## config.mk

```make
export PLATFORM = sky130hd
export DESIGN_NAME = sha256_arbiter
export DESIGN_NICKNAME = d
export VERILOG_FILES = /design/src/rtl/sha256_pkg.sv /design/src/rtl/sha256_arbiter_rr_pick.sv /design/src/rtl/sha256_arbiter.sv
export SDC_FILE = /design/constraint.sdc
export NUM_CORES = 1
export LEC_CHECK = 0
export ABC_AREA = 0
export BUFFER_PORTS_ARGS = -buffer_cell sky130_fd_sc_hd__buf_4
export CORE_AREA = 2 2 712 714
export DETAILED_ROUTE_END_ITERATION = 16
export DIE_AREA = 0 0 714 716
export PLACE_DENSITY = 0.3
export SETUP_SLACK_MARGIN = 0.15
export SYNTH_ARGS = -nofsm -noshare
export SYNTH_HDL_FRONTEND = slang
export SYNTH_SLANG_ARGS = --single-unit
```

## constraint.sdc

```tcl
create_clock -name clk -period 2.4 [get_ports clk]
set_clock_uncertainty 0.1 [all_clocks]
set_input_delay 0.48 -clock clk [delete_from_list [all_inputs] [get_ports clk]]
set_output_delay 0.48 -clock clk [all_outputs]
set_load 0.01 [all_outputs]
```

## src/rtl/sha256_pkg.sv

```systemverilog
// ----------------------------------------------------------------------------
// sha256_pkg
// Shared types and constants for the sha256 arbiter slice.
//   msg_t       : 32-byte message presented to the sha256 core (byte 31 first)
//   digest_t    : 32-byte digest returned by the core (byte 31 first)
//   SHA256_IV   : standard initial hash words H0..H7 (H0 in the top word)
//   arb_state_e : arbiter FSM encoding
// ----------------------------------------------------------------------------
package sha256_pkg;

   typedef logic [31:0][7:0] msg_t;
   typedef logic [31:0][7:0] digest_t;

   localparam logic [7:0][31:0] SHA256_IV = {
      32'h6a09e667, 32'hbb67ae85, 32'h3c6ef372, 32'ha54ff53a,
      32'h510e527f, 32'h9b05688c, 32'h1f83d9ab, 32'h5be0cd19
   };

   typedef enum logic [1:0] {
      ST_IDLE  = 2'd0,
      ST_ISSUE = 2'd1,
      ST_WAIT  = 2'd2,
      ST_RESP  = 2'd3
   } arb_state_e;

endpackage

```

## src/rtl/sha256_arbiter_rr_pick.sv

```systemverilog
// ----------------------------------------------------------------------------
// rr_pick
// Combinational round-robin picker: first set request searching upward from
// the pointer, wrapping modulo NREQ.
//   i_req : request vector
//   i_ptr : highest-priority index (must be < NREQ)
//   o_gnt : one-hot grant (zero when no request)
//   o_idx : encoded grant index (zero when no request)
//   o_any : at least one request present
// ----------------------------------------------------------------------------
module rr_pick #(
   parameter int NREQ = 4,
   parameter int IDW  = $clog2(NREQ)
) (
   input  logic [NREQ-1:0] i_req,
   input  logic [IDW-1:0]  i_ptr,
   output logic [NREQ-1:0] o_gnt,
   output logic [IDW-1:0]  o_idx,
   output logic            o_any
);

   always_comb begin
      int j;
      o_gnt = '0;
      o_idx = '0;
      o_any = 1'b0;
      j     = 0;
      // Walk from the farthest offset down to offset 0 so the candidate
      // closest to the pointer is the last one written and therefore wins.
      for (int i = NREQ - 1; i >= 0; i--) begin
         j = int'(i_ptr) + i;
         if (j >= NREQ) j = j - NREQ;
         if (i_req[j]) begin
            o_idx = IDW'(j);
            o_any = 1'b1;
         end
      end
      if (o_any) o_gnt[o_idx] = 1'b1;
   end

endmodule

```

## src/rtl/sha256_arbiter.sv

```systemverilog
// ----------------------------------------------------------------------------
// sha256_arbiter
// Shares one sha256 core among NREQ requesters with round-robin grant and a
// single job in flight. A watchdog aborts a job the core never answers,
// pulsing core_rst and returning an error response.
//   clk, rst        : clock, synchronous active-high reset
//   req_valid/ready : per-requester request / one-hot accept strobe
//   req_data        : per-requester 32-byte message
//   resp_*          : valid/ready response carrying id, digest and error flag
//   core_rst        : one-cycle reset pulse to the core (OR with rst outside)
//   core_in_*       : job issue to the core
//   core_out_*      : digest from the core
// ----------------------------------------------------------------------------
module sha256_arbiter
   import sha256_pkg::*;
#(
   parameter int NREQ    = 4,
   parameter int IDW     = $clog2(NREQ),
   parameter int TIMEOUT = 1024
) (
   input  logic                clk,
   input  logic                rst,
   input  logic [NREQ-1:0]     req_valid,
   output logic [NREQ-1:0]     req_ready,
   input  msg_t [NREQ-1:0]     req_data,
   output logic                resp_valid,
   input  logic                resp_ready,
   output logic [IDW-1:0]      resp_id,
   output digest_t             resp_data,
   output logic                resp_err,
   output logic                core_rst,
   output logic                core_in_valid,
   output msg_t                core_in_data,
   input  logic                core_out_valid,
   input  digest_t             core_out_res
);

   localparam int            CW   = (TIMEOUT > 2) ? $clog2(TIMEOUT) : 1;
   localparam logic [CW-1:0] LAST = CW'(TIMEOUT - 1);

   arb_state_e     r_state;
   logic [IDW-1:0] r_ptr;
   logic [IDW-1:0] r_gnt;
   msg_t           r_msg;
   digest_t        r_digest;
   logic           r_err;
   logic [CW-1:0]  r_cnt;
   logic           r_core_rst;

   logic [NREQ-1:0] w_gnt;
   logic [IDW-1:0]  w_idx;
   logic            w_any;
   logic [IDW-1:0]  w_ptr_nxt;

   rr_pick #(
      .NREQ (NREQ),
      .IDW  (IDW)
   ) u_pick (
      .i_req (req_valid),
      .i_ptr (r_ptr),
      .o_gnt (w_gnt),
      .o_idx (w_idx),
      .o_any (w_any)
   );

   // Priority moves to the requester just after the one served.
   assign w_ptr_nxt = (r_gnt == IDW'(NREQ - 1)) ? '0 : r_gnt + IDW'(1);

   assign req_ready     = (r_state == ST_IDLE) ? w_gnt : '0;
   assign core_in_valid = (r_state == ST_ISSUE);
   assign core_in_data  = r_msg;
   assign resp_valid    = (r_state == ST_RESP);
   assign resp_id       = r_gnt;
   assign resp_data     = r_digest;
   assign resp_err      = r_err;
   assign core_rst      = r_core_rst;

   always_ff @(posedge clk) begin
      if (rst) begin
         r_state    <= ST_IDLE;
         r_ptr      <= '0;
         r_gnt      <= '0;
         r_msg      <= '0;
         r_digest   <= '0;
         r_err      <= 1'b0;
         r_cnt      <= '0;
         r_core_rst <= 1'b0;
      end else begin
         r_core_rst <= 1'b0;
         case (r_state)
            ST_IDLE: begin
               if (w_any) begin
                  r_gnt   <= w_idx;
                  r_msg   <= req_data[w_idx];
                  r_state <= ST_ISSUE;
               end
            end
            ST_ISSUE: begin
               r_cnt   <= '0;
               r_state <= ST_WAIT;
            end
            ST_WAIT: begin
               // A digest arriving on the timeout cycle is still delivered.
               if (core_out_valid) begin
                  r_digest <= core_out_res;
                  r_err    <= 1'b0;
                  r_state  <= ST_RESP;
               end else if (r_cnt == LAST) begin
                  r_digest   <= '0;
                  r_err      <= 1'b1;
                  r_core_rst <= 1'b1;
                  r_state    <= ST_RESP;
               end else begin
                  r_cnt <= r_cnt + CW'(1);
               end
            end
            ST_RESP: begin
               if (resp_ready) begin
                  r_ptr   <= w_ptr_nxt;
                  r_state <= ST_IDLE;
               end
            end
            default: r_state <= ST_IDLE;
         endcase
      end
   end

endmodule
```

* Yosys cells after proc, flatten, opt, wreduce, memory -nomap -nowiden
Cells that the tools add are included. Widths: inputs -> output; s select.
Operators by class: add/subtract/negate cells 9, $lt $le $gt $ge 10, eq/ne operators 10, muxes and demuxes 44, bitwise gates (word level) 1, reductions and logical operators 10
Operator list (count):
- $mux 256 | 3
- $bmux 256 s2 | 1
- $lt 32x4->1 const B | 4
- $mux 32 | 4
- $ge 32x4->1 const B | 3
- $sub 32x4->32 const B | 3
- $mux 10 | 2
- $pmux 10 s2 | 1
- $mux 2 | 9
- $mux 1 | 16
- $add 10x1->10 const B | 1
- $eq 10x10->1 const B | 1
- $bmux 1 s2 | 4
- $mux 4 | 2
- $pmux 2 s4 | 1
- $add 2x2->3 const B | 2
- $eq 2x2->1 const B | 3
- $reduce_and 2->1 | 3
- $reduce_and 3->1 | 2
- $ne 2x1->1 const B | 2
- $ne 2x2->1 const B | 2
- $reduce_bool 2->1 | 2
- $sub 2x3->4 const B | 1
- $add 2x1->3 const B | 1
- 11 further kinds | 11
Word-level totals: register bits 530, bits of input ports 1288, output and inout port bits 522, word-level logic and storage cells 154

* Depth between registers and ports, before layout
depth in word-level cells 16, depth in mapped cells 8, depth with buffers taken out 7

* Modules after synthesis
From an unflattened synthesis, not the netlist that was laid out.
Unflattened totals: cell total of the unflattened synthesis 2151, area total of the unflattened synthesis 23666.4 um2
Modules (own cells, without submodules):
- sha256_arbiter | times used 1, cells each 2118, area each 23455.0 um2, sequential area each 10610.2 um2
- rr_pick | times used 1, cells each 33, area each 211.5 um2, sequential area each 0.0 um2

* Least setup slack after synthesis
OpenSTA, ideal clock, no wires.
kind input port to flip-flop, from input port req_valid[1], to register r_msg, in the netlist core_in_data[0], setup time 138 ps, data arrival time 1841 ps, data required time 2162 ps, setup slack 321 ps, cell stages on the path 8, buffers on the path 3, cells stage by stage or2_4 -> nor4bb_4 -> a31oi_2 -> buf_6 -> buf_12 -> buf_12 -> mux2i_1 -> o221ai_1
On the way: word-level cells in the longest chain between the ends 9, elaborated cells on any way between the ends 23, classes of those cells mux: 22; reduce/logical: 1
RTL lines:
- from (decl) | RTL line sha256_arbiter.sv:23 | input logic [NREQ-1:0] req_valid,
- $bmux 1 s2 | RTL line sha256_arbiter_rr_pick.sv:33 | if (i_req[j]) begin
- $mux 1 (implied by the code) (2 in series) | RTL line sha256_arbiter_rr_pick.sv:33
- $mux 2 (4 in series) | RTL line sha256_arbiter_rr_pick.sv:33
- $bmux 256 s2 | RTL line sha256_arbiter.sv:94 | r_msg <= req_data[w_idx];
- $mux 256 (implied by the code) | RTL line sha256_arbiter.sv:94
- to (signal assigned) | RTL line sha256_arbiter.sv:94
- to (decl) | RTL line sha256_arbiter.sv:44 | msg_t r_msg;
Parallel ways exist; a longest one is shown, timed or not. The select of a mux whose other input is x is not followed. A chain may end at the register's enable or synchronous reset.

* Worst setup path in the final report
from register r_ptr[0], to output port req_ready[2]
On the way: word-level cells in the longest chain between the ends 16, elaborated cells on any way between the ends 42, classes of those cells add/sub: 7; order compare: 6; mux: 28; reduce/logical: 1
RTL lines:
- from (decl) | RTL line sha256_arbiter.sv:42 | logic [IDW-1:0] r_ptr;
- from (signal assigned) | RTL line sha256_arbiter.sv:119 | r_ptr <= w_ptr_nxt;
- $add 2x2->3 | RTL line sha256_arbiter_rr_pick.sv:31 | j = int'(i_ptr) + i;
- $sub 32x4->32 / $ge 32x4->1 (equally long branches) | RTL line sha256_arbiter_rr_pick.sv:32 | if (j >= NREQ) j = j - NREQ;
- $mux 32 | RTL line sha256_arbiter_rr_pick.sv:32
- $bmux 1 s2 | RTL line sha256_arbiter_rr_pick.sv:33
- $mux 1 (implied by the code) (2 in series) | RTL line sha256_arbiter_rr_pick.sv:33
- $mux 2 (4 in series) | RTL line sha256_arbiter_rr_pick.sv:33
- $lt 2x3->1 (implied by the code) / $ge 2x1->1 (equally long branches) | RTL line sha256_arbiter_rr_pick.sv:38 | if (o_any) o_gnt[o_idx] = 1'b1;
- $logic_and 1x1->1 (implied by the code) | RTL line sha256_arbiter_rr_pick.sv:38
- $mux 1 (implied by the code) | RTL line sha256_arbiter_rr_pick.sv:38
- $demux 1 s2
- $mux 4 (*) | RTL line sha256_arbiter_rr_pick.sv:38
- $mux 4 (*) | RTL line sha256_arbiter.sv:69 | assign req_ready = (r_state == ST_IDLE) ? w_gnt : '0;
- to (decl) | RTL line sha256_arbiter.sv:24 | output logic [NREQ-1:0] req_ready,
Every way passes the cells marked *; elsewhere a longest branch is shown, timed or not. The select of a mux whose other input is x is not followed.

==> run_results.csv <==
group,metric,value,unit
finish,stdcell_count,12400,
drt,wl,385000,µm
drt,postRouteAntennaNets,4,
floorplanning,die-height,716,µm
floorplanning,fp.coreArea,0.504,mm²
floorplanning,num_rows,261,
timing,max_freq,337,MHz
finish,final_util,13.8,%
power,p_total,48.5,mW
status,status,"complete, but fails checks",
yosys,syn_inst,2123,
timing,slew_violations,0,
floorplanning,pin_count,1810,
power,ir_worst_vdd,428,µV
place,dp_slack,-0.784,ns
drt,vias,35600,
yosys,synth_nets,3417,
grt,grt.overflow.total,0,
setup_path,worst_ep_arrival_time,2.38,ns
yosys,synth_edf_count,0,
setup_path,cp-end-kind,"output port",
clock_network,cts-root-buf,"clkbuf_16",
yosys,synth_most_common_cell,"dfxtp_1",
grt,antenna_found_initial,327,
grt,track_usage,14.4,%
clock_network,cts.path.max_buffers,4,
setup_path,cp.required,1.82,ns
yosys,synthArstFlopShare,0,%
setup_path,startpoint_type,"flop",
finish,nNetsFinal,6768,
yosys,synth-seq-cells,530,
finish,syn_to_final_growth,195,%
finish,finalInstanceArea,0.0695,mm²
setup_path,r2r_start,"r_ptr[0]",
yosys,syn_area_per_cell,11.1,µm²
floorplanning,dieArea,0.511,mm²
place,dp_hpwl,331000,µm
timing,hold_slack,0.0927,ns
timing,worst_slew_pin_slew,0.576,ns
timing,setup_viol,260,
clock_network,clk_pin_slew,0.06,ns
yosys,yosys-top-cells-area,"dfxtp_1, mux2i_1, a22o_1, o221ai_1, buf_12",
min_path,worstHoldStart,"req_data[790]",
timing,timing.final.hold_violations,0,
clock_network,cts_sinks,530,
yosys,ys_warn_count,0,
place,placed_cells,10700,
place,place_area,0.0461,mm²
clock_network,h-tree-depth,3,
drt,drt_iter0_drc,2498,
timing,finalWorstSetupSlack,-0.564,ns
setup_path,crit_start,"r_ptr[0]",
drt,drt_pass1_iterations,5,
clock_network,cts-buffers-inserted,89,
yosys,synth_top_area_cell,"dfxtp_1",
grt,grt_pass1_vias,36900,
yosys,synth_commonest_cells,"dfxtp_1, mux2i_1, nand2_1",
setup_path,crit_fanout,4,
finish,drive_above_1_share,49.7,%
floorplanning,die_w,714,µm
setup_path,crit_type,"flop to output port",
yosys,yosys_most_used_dff,"dfxtp_1",
yosys,synth_top_area_share,45.1,%
place,place_congestion,0.992,
drt,wl_per_cell,31.1,µm
power,p_leak,28.7,nW
run,cap_viol_max_count,0,
timing,final.min_clock_period,2.96,ns
drt,drc_errors,0,
grt,grt_first_pass_wirelength,466000,µm
drt,via_per_inst,2.87,
floorplanning,start_util,4.68,%
timing,rsz0062_at_grt,"yes",
power,p_per_area,698,mW/mm²
grt,grt_max_degree,81,
timing,fin_setup_tns,-78.41,ns
yosys,synth_cell_types,47,
yosys,synth-seq-area-share,45.1,%
min_path,hold_path.class,"input port to flop",
clock_network,insertion_delay,0.83,ns
timing,fin_crit_sh,124,%
status,violations,"antenna rules, setup timing",
timing,slew_headroom,61.6,%
yosys,synthesis.area,0.0236,mm²
place,io_buffers,1809,
clock_network,cts_tree,"yes",
==> report_power, final <==
part	total [mW]	switching, mW	internal, mW
combinational	22.1	11.4	10.7
clock	13.9	5.68	8.21
sequential	12.5	1.61	10.9
==> cell usage in the layout (no fill, tap or decap), types with 15 or more instances in the layout <==
cell type,synthesis,layout
clkbuf_16,0,90
buf_16,0,86
buf_4,0,1915
nand2_1,270,266
buf_8,0,28
clkinv_2,0,16
buf_6,1,79
o221ai_1,255,119
mux2i_2,0,81
dlygate4sd3_1,0,1259
buf_12,54,91
mux2i_4,0,149
mux2i_1,512,282
o221ai_2,0,136
dfxtp_1,530,515
diode_2,0,161
clkbuf_1,115,15
a22o_1,256,256
==> state kept, by name (all words and copies together), names as in the netlist <==
signal and flops:
resp_err 1, core_in_data 256, r_cnt 10, r_state 2
resp_id 2, resp_data 256, r_ptr 2, core_rst 1
==> layer usage <==
| metal | GRT usage [%] | part of all wire [%] | vias to the layer above |
|---|---|---|---|
| met5 | 0 | 0.19 | - |
| met4 | 4.93 | 4.1 | 108 |
| met3 | 5.27 | 9.2 | 642 |
| met2 | 24.3 | 47 | 2104 |
| met1 | 16.7 | 39 | 17500 |
| li1 | - | - | 15300 |
==> final timing paths <==
check	to	slack (ns)	depth (start not counted)
min reg2reg	core_in_data[130]	0.37	2
max reg2reg	core_in_data[126]	-0.42	13
min	core_in_data[22]	0.09	4
max	req_ready[2]	-0.56	7
==> final cells by class <==
cell class,count,area [µm²]
flip-flops and latches,530,10600
diodes,161,403
repair buffers,3461,32600
clock inverters,37,489
fillers,57100,434000
well taps,6706,8390
clock buffers,118,2480
multi-input cells,1383,14500
inverters,9,33.8
==> cell families after synthesis <==
group / after synthesis / synth area share, %
buffers and inverters: 210 / 7.19
adders and majority gates: 6 / 0.319
DFF: 530 / 45.1
xor gates and xnor gates: 4 / 0.149
AOI/OAI and AO/OA: 547 / 20.1
muxes: 512 / 21.8
and+or+nand+nor: 314 / 5.40
==> worst max-delay path, cell delays in order (launching register included) <==
cell and delay (ns):
dfxtp_2 0.35, and2b_2 0.25, nor4bb_4 0.29, buf_4 0.17, a31o_4 0.16, nor3_4 0.07
buf_4 0.14, buf_6 0.12
==> repair_timing <==
action,in CTS,in global routing
resized for setup,609,284
hold buffers,1259,0
endpoints found under the hold margin,522,0
cloned,68,1
endpoints found under the setup margin,315,400
pin swaps,132,78
setup buffers,91,19
(Power assumes the default switching activity.)
